[config.mk]
export PLATFORM = sky130hd
export DESIGN_NAME = lsu_flat
export DESIGN_NICKNAME = d
export VERILOG_FILES = /design/src/rtl/lsu_if.sv /design/src/rtl/lsu.sv /design/src/flat_wrapper.sv
export SDC_FILE = /design/constraint.sdc
export NUM_CORES = 1
export LEC_CHECK = 0
export ABC_AREA = 1
export BUFFER_PORTS_ARGS = -buffer_cell sky130_fd_sc_hd__buf_2
export CAP_MARGIN = 5
export CORE_MARGIN = 4
export CORE_UTILIZATION = 30
export CTS_CLUSTER_SIZE = 16
export DETAILED_ROUTE_END_ITERATION = 7
export PLACE_DENSITY = 0.62
export SETUP_SLACK_MARGIN = 0.3
export SYNTH_ARGS = -nofsm -noshare
export SYNTH_HDL_FRONTEND = slang
export SYNTH_SLANG_ARGS = --single-unit
[constraint.sdc]
create_clock -name clk -period 2.9 [get_ports clk]
set_input_delay 0.145 -clock clk [delete_from_list [all_inputs] [get_ports clk]]
set_output_delay 0.145 -clock clk [all_outputs]
set_load 0.1 [all_outputs]
[src/rtl/lsu_if.sv]
// Data-memory bus between the load/store unit (master) and the memory (slave).
// Word-addressed request with byte strobes; one request outstanding at a time.
interface lsu_if #(
    parameter int ADDR_W = 32,
    parameter int DATA_W = 32
);
    logic              mem_req;
    logic              mem_we;
    logic [ADDR_W-1:0] mem_addr;
    logic [3:0]        mem_wstrb;
    logic [DATA_W-1:0] mem_wdata;
    logic [DATA_W-1:0] mem_rdata;
    logic              mem_ready;

    modport master (
        output mem_req,
        output mem_we,
        output mem_addr,
        output mem_wstrb,
        output mem_wdata,
        input  mem_rdata,
        input  mem_ready
    );

    modport slave (
        input  mem_req,
        input  mem_we,
        input  mem_addr,
        input  mem_wstrb,
        input  mem_wdata,
        output mem_rdata,
        output mem_ready
    );
endinterface

[src/rtl/lsu.sv]
// RV32I load/store unit: one data-memory access per start, with byte-lane
// store steering, load sign/zero extension and fault reporting.
module lsu #(
    parameter int ADDR_W = 32,
    parameter int DATA_W = 32
) (
    input  logic              clk,
    input  logic              rst_n,
    input  logic              start,
    input  logic              is_load,
    input  logic              is_store,
    input  logic [2:0]        funct3,
    input  logic [ADDR_W-1:0] addr,
    input  logic [DATA_W-1:0] wdata,
    output logic              busy,
    output logic              done,
    output logic [DATA_W-1:0] rdata,
    output logic              misaligned,
    output logic              illegal,
    lsu_if.master             mem
);

    // state  | meaning
    // S_IDLE | waiting for start; decodes and latches the request
    // S_REQ  | mem_req held with stable bus outputs until mem_ready
    // S_DONE | one-cycle done pulse; fault flags valid here
    typedef enum logic [1:0] {
        S_IDLE = 2'd0,
        S_REQ  = 2'd1,
        S_DONE = 2'd2
    } state_t;

    state_t state, state_nxt;

    logic              armed;
    logic              accept;
    logic              bad_op;
    logic              bad_align;
    logic              fault;
    logic [3:0]        strb_nxt;
    logic [DATA_W-1:0] wdata_nxt;
    logic [DATA_W-1:0] load_ext;
    logic [7:0]        byte_sel;
    logic [15:0]       half_sel;

    logic [2:0]        f3_q;
    logic [1:0]        addr_lo_q;
    logic              we_q;
    logic [ADDR_W-1:0] addr_q;
    logic [3:0]        strb_q;
    logic [DATA_W-1:0] wdata_q;
    logic [DATA_W-1:0] rdata_q;
    logic              mis_q;
    logic              ill_q;

    always_comb begin
        bad_op = 1'b0;
        if (is_load == is_store) begin
            bad_op = 1'b1;
        end else if (is_load) begin
            bad_op = !(funct3 inside {3'b000, 3'b001, 3'b010, 3'b100, 3'b101});
        end else begin
            bad_op = !(funct3 inside {3'b000, 3'b001, 3'b010});
        end
    end

    assign bad_align = ((funct3[1:0] == 2'b01) && addr[0]) ||
                       ((funct3[1:0] == 2'b10) && (addr[1:0] != 2'b00));
    assign fault     = bad_op || bad_align;
    assign accept    = (state == S_IDLE) && start && armed;

    // Store data is replicated across lanes so the strobes alone pick the bytes.
    always_comb begin
        strb_nxt  = 4'b0000;
        wdata_nxt = wdata;
        if (is_store) begin
            case (funct3[1:0])
                2'b00: begin
                    strb_nxt  = 4'b0001 << addr[1:0];
                    wdata_nxt = {4{wdata[7:0]}};
                end
                2'b01: begin
                    strb_nxt  = 4'b0011 << addr[1:0];
                    wdata_nxt = {2{wdata[15:0]}};
                end
                default: begin
                    strb_nxt  = 4'b1111;
                    wdata_nxt = wdata;
                end
            endcase
        end
    end

    always_comb begin
        byte_sel = mem.mem_rdata[7:0];
        case (addr_lo_q)
            2'd0: byte_sel = mem.mem_rdata[7:0];
            2'd1: byte_sel = mem.mem_rdata[15:8];
            2'd2: byte_sel = mem.mem_rdata[23:16];
            2'd3: byte_sel = mem.mem_rdata[31:24];
            default: byte_sel = mem.mem_rdata[7:0];
        endcase
        half_sel = addr_lo_q[1] ? mem.mem_rdata[31:16] : mem.mem_rdata[15:0];

        load_ext = mem.mem_rdata;
        case (f3_q)
            3'b000: load_ext = {{24{byte_sel[7]}}, byte_sel};
            3'b001: load_ext = {{16{half_sel[15]}}, half_sel};
            3'b100: load_ext = {24'd0, byte_sel};
            3'b101: load_ext = {16'd0, half_sel};
            default: load_ext = mem.mem_rdata;
        endcase
    end

    always_comb begin
        state_nxt = state;
        case (state)
            S_IDLE: if (accept) state_nxt = fault ? S_DONE : S_REQ;
            S_REQ:  if (mem.mem_ready) state_nxt = S_DONE;
            S_DONE: state_nxt = S_IDLE;
            default: state_nxt = S_IDLE;
        endcase
    end

    always_ff @(posedge clk or negedge rst_n) begin
        if (!rst_n) begin
            state <= S_IDLE;
        end else begin
            state <= state_nxt;
        end
    end

    // Blocks a start that is already high on the first edge after reset release.
    always_ff @(posedge clk or negedge rst_n) begin
        if (!rst_n) begin
            armed <= 1'b0;
        end else begin
            armed <= 1'b1;
        end
    end

    always_ff @(posedge clk or negedge rst_n) begin
        if (!rst_n) begin
            f3_q      <= 3'd0;
            addr_lo_q <= 2'd0;
            we_q      <= 1'b0;
            addr_q    <= '0;
            strb_q    <= 4'd0;
            wdata_q   <= '0;
            rdata_q   <= '0;
            mis_q     <= 1'b0;
            ill_q     <= 1'b0;
        end else begin
            if (accept) begin
                ill_q <= bad_op;
                mis_q <= !bad_op && bad_align;
                if (!fault) begin
                    f3_q      <= funct3;
                    addr_lo_q <= addr[1:0];
                    we_q      <= is_store;
                    addr_q    <= {addr[ADDR_W-1:2], 2'b00};
                    strb_q    <= strb_nxt;
                    wdata_q   <= wdata_nxt;
                end
            end
            if ((state == S_REQ) && mem.mem_ready && !we_q) begin
                rdata_q <= load_ext;
            end
        end
    end

    assign busy          = (state != S_IDLE);
    assign done          = (state == S_DONE);
    assign misaligned    = done && mis_q;
    assign illegal       = done && ill_q;
    assign rdata         = rdata_q;

    assign mem.mem_req   = (state == S_REQ);
    assign mem.mem_we    = we_q;
    assign mem.mem_addr  = addr_q;
    assign mem.mem_wstrb = strb_q;
    assign mem.mem_wdata = wdata_q;

endmodule

[src/flat_wrapper.sv]
// flat-port wrapper written by rule: the top's interface ports become plain ports
module lsu_flat 
#(
    parameter int ADDR_W = 32,
    parameter int DATA_W = 32
)
  (clk, rst_n, start, is_load, is_store, funct3, addr, wdata, busy, done, rdata, misaligned, illegal, mem_mem_req, mem_mem_we, mem_mem_addr, mem_mem_wstrb, mem_mem_wdata, mem_mem_rdata, mem_mem_ready);
  lsu_if #(.ADDR_W(ADDR_W), .DATA_W(DATA_W)) mem_i ();
  input  logic clk;
  input  logic rst_n;
  input  logic start;
  input  logic is_load;
  input  logic is_store;
  input  logic [2:0] funct3;
  input  logic [ADDR_W-1:0] addr;
  input  logic [DATA_W-1:0] wdata;
  output logic busy;
  output logic done;
  output logic [DATA_W-1:0] rdata;
  output logic misaligned;
  output logic illegal;
  output wire logic [$bits(mem_i.mem_req)-1:0] mem_mem_req;
  output wire logic [$bits(mem_i.mem_we)-1:0] mem_mem_we;
  output wire logic [$bits(mem_i.mem_addr)-1:0] mem_mem_addr;
  output wire logic [$bits(mem_i.mem_wstrb)-1:0] mem_mem_wstrb;
  output wire logic [$bits(mem_i.mem_wdata)-1:0] mem_mem_wdata;
  input wire logic [$bits(mem_i.mem_rdata)-1:0] mem_mem_rdata;
  input wire logic [$bits(mem_i.mem_ready)-1:0] mem_mem_ready;
  assign mem_mem_req = mem_i.mem_req;
  assign mem_mem_we = mem_i.mem_we;
  assign mem_mem_addr = mem_i.mem_addr;
  assign mem_mem_wstrb = mem_i.mem_wstrb;
  assign mem_mem_wdata = mem_i.mem_wdata;
  assign mem_i.mem_rdata = mem_mem_rdata;
  assign mem_i.mem_ready = mem_mem_ready;
  lsu #(.ADDR_W(ADDR_W), .DATA_W(DATA_W)) u_core (.clk(clk), .rst_n(rst_n), .start(start), .is_load(is_load), .is_store(is_store), .funct3(funct3), .addr(addr), .wdata(wdata), .busy(busy), .done(done), .rdata(rdata), .misaligned(misaligned), .illegal(illegal), .mem(mem_i));
endmodule
==> results.sh <==
export IMPL_yosys_cell_types_count=29
export IMPL_final_common_cell="nand2_1"
export IMPL_placementRows=50
export IMPL_critPathKind="register to register"
export IMPL_async_reset_ff_share_pct=100
export IMPL_reg2reg_from="u_core.state[0]"
export IMPL_cts_tree="built"
export IMPL_nNetsFinal=1076
export IMPL_die_w_um=145
export IMPL_setup_viol=0
export IMPL_worstSetupEndpointType="register"
export IMPL_cts_max_level=3
export IMPL_wl_per_cell_um=14.4
export IMPL_mostFrequentLayoutCells="340 x nand2_1, 207 x buf_2, 125 x nand3_1"
export IMPL_reg2regPathDepth=7
export IMPL_drt_iter0_drc=238
export IMPL_irDropWorstVdd_mv=0.707
export IMPL_antenna_found_initial=1
export IMPL_die_area_um2=21200
export IMPL_yosysTopAreaCell="dfrtp_1"
export IMPL_cts_repair_resized=0
export IMPL_ys_flop_type="dfrtp_1"
export IMPL_syn2layout_area_growth_pct=27.1
export IMPL_worstSkewPairLatency_ps=350
export IMPL_reg2reg_to="u_core.mem.mem_wstrb[1]"
export IMPL_die_h_um=145
export IMPL_synth_area_leaders="dfrtp_1 48%, nand2_1 23%, nand3_1 11%"
export IMPL_path_max_fanout=46
export IMPL_rrSetupSlack_ps=870
export IMPL_postRouteAntennaNets=0
export IMPL_cts_sinks=109
export IMPL_p_leak_nw=4.34
export IMPL_cap_viol_max_count=0
export IMPL_gr_usage_all_layers_pct=16.2
export IMPL_clockBufferDepth=2
export IMPL_vias=5574
export IMPL_drtPass1Iterations=4
export IMPL_max_freq_ghz=0.493
export IMPL_ys_ff_latch=109
export IMPL_numCtsBuffers=9
export IMPL_powerDensity_nw_per_um2=1280
export IMPL_io_buffers=208
export IMPL_drv_slew=0
export IMPL_synth_edf_count=0
export IMPL_totalWireLength_um=17400
export IMPL_syn_area_per_cell_um2=7.23
export IMPL_synth_top_area_share_pct=48.1
export IMPL_place_inst=1187
export IMPL_min_from="addr[14]"
export IMPL_overflow=0
export IMPL_grt_setup_unrepaired="false"
export IMPL_drc_errors=0
export IMPL_min_period_ps=2030
export IMPL_n_fill_cell=1982
export IMPL_hold_path_class="input pin to register"
export IMPL_fin_skew_ps=7.07
export IMPL_start_util_pct=30.4
export IMPL_max_slew_margin_pct=43.3
export IMPL_root_buffer="clkbuf_16"
export IMPL_required_ps=3150
export IMPL_grt_max_degree=64
export IMPL_critPathLaunchType="register"
export IMPL_coreArea_um2=18600
export IMPL_status="completed"
export IMPL_timing_setup_tns_ps=0
export IMPL_fin_cells=1211
export IMPL_syn_area_um2=5670
export IMPL_gp_congestion=0.867
export IMPL_grt_pass1_wl_um=28100
export IMPL_hold_viol_final=0
export IMPL_grt_pass1_vias=5392
export IMPL_worstHoldPathCells=3
export IMPL_tightestPinTransition_ps=848
export IMPL_clk_pin_slew_ps=80
export IMPL_viasPerCell=4.60
export IMPL_ioPinCount=211
export IMPL_hpwl_um=12800
export IMPL_arrival_ps=2280
export IMPL_cts_setup_buffers=0
export IMPL_yosysSeqAreaShare_pct=48.1
export IMPL_ys_warn_count=0
export IMPL_postSynthCellCount=784
export IMPL_period_share_pct=70.0
export IMPL_drive_above_1_share_pct=26.9
export IMPL_min_to="u_core.mem.mem_addr[14]"
==> Yosys cell counts (2+ instances only) <==
library cell / count
nor2_1: 26
nand3_1: 125
inv_1: 55
o21ai_0: 15
a21oi_1: 21
o21ai_1: 2
nor3_1: 3
conb_1: 2
nor2_4: 2
nor2_2: 4
nand2_1: 340
buf_4: 3
clkbuf_1: 10
or2_1: 3
inv_2: 7
buf_6: 5
buf_2: 28
or2_2: 14
dfrtp_1: 109
==> cell type report <==
cell class                 count  area [µm²]  area share (%)
multi-input combinational    566        2450            34.1
sequential                   109        2730            37.9
inverter                      62         233            3.23
antenna                        1        2.50          0.0347
clock buffer                  10         229            3.18
clock inverter                 6        55.1           0.764
timing repair buffer         223        1210            16.8
tap                          234         293            4.06
==> per-layer routing <==
| metal | up-vias | GRT usage [%] | part of all wire (%) |
|---|---|---|---|
| li1 | 2815 | - | - |
| met1 | 2527 | 21.1 | 43 |
| met2 | 208 | 25.8 | 46 |
| met3 | 22 | 5.51 | 9.6 |
| met4 | 2 | 4.99 | 1.5 |
| met5 | - | 0 | 0.075 |
==> per-stage QoR <==
| stage | hold slack [ps] | power (mW) | setup slack, ps | cell area (µm²) | util (%) |
|---|---|---|---|---|---|
| 3_3_place_gp | 214 | 8.05 | 909 | 6850 | 36.7 |
| 2_1_floorplan | -151 | 7.10 | 748 | 5680 | - |
| 3_5_place_dp | 203 | 8.08 | 847 | 6850 | 36.7 |
| 5_1_grt | 15.2 | 9.69 | 652 | 7200 | 38.6 |
| 6_report | 17.0 | 9.26 | 870 | 7200 | 38.6 |
| 4_1_cts | 1.52 | 9.33 | 836 | 7200 | 38.6 |
==> flip-flops by register name, summed over array words and instances (netlist names) <==
register,cells
u_core.mem.mem_wdata,32
u_core.rdata,32
u_core.mem.mem_addr,30
u_core.mem.mem_wstrb,4
u_core.f3_q,3
u_core.addr_lo_q,2
u_core.state,2
u_core.armed,1
u_core.ill_q,1
u_core.mem.mem_we,1
u_core.mis_q,1
==> worst max-delay path, stage by stage (launching register included) <==
cell and delay, ps:
dfrtp_1 420, inv_2 120, nand4_2 190, inv_2 350, nand3_4 360, buf_12 320
nand2_1 90, nand2_1 50
==> where the power goes <==
part	internal (mW)	switching (mW)	leakage (nW)
logic	0.823	4.81	2.84
clock network	0.602	0.620	0.133
registers	2.05	0.354	1.36
==> worst max path at each step <==
stage                    start                      end  slack [ps]  cells past startpoint
6_report       u_core.state[0]  u_core.mem.mem_wstrb[1]         870                      7
5_1_grt        u_core.state[0]  u_core.mem.mem_wstrb[1]         650                      7
4_1_cts        u_core.state[0]  u_core.mem.mem_wstrb[1]         840                      7
3_5_place_dp   u_core.state[0]  u_core.mem.mem_wstrb[1]         850                      7
3_3_place_gp   u_core.state[0]  u_core.mem.mem_wstrb[2]         910                      7
2_1_floorplan  u_core.state[0]         u_core.rdata[26]         750                      8
==> timing repair <==
action,in CTS,in global routing
hold endpoints to repair,52,0
hold buffers,7,0
setup endpoints to repair,0,0
==> cell families after synthesis <==
| kind of cell | share of synthesized area (%) |
|---|---|
| AOI/OAI and AO/OA | 3.62 |
| and+or+nand+nor | 39.4 |
| DFF | 48.1 |
| buffers and inverters | 8.78 |
| other | 0.132 |
No activity file was read; power rests on OpenSTA's default activity.
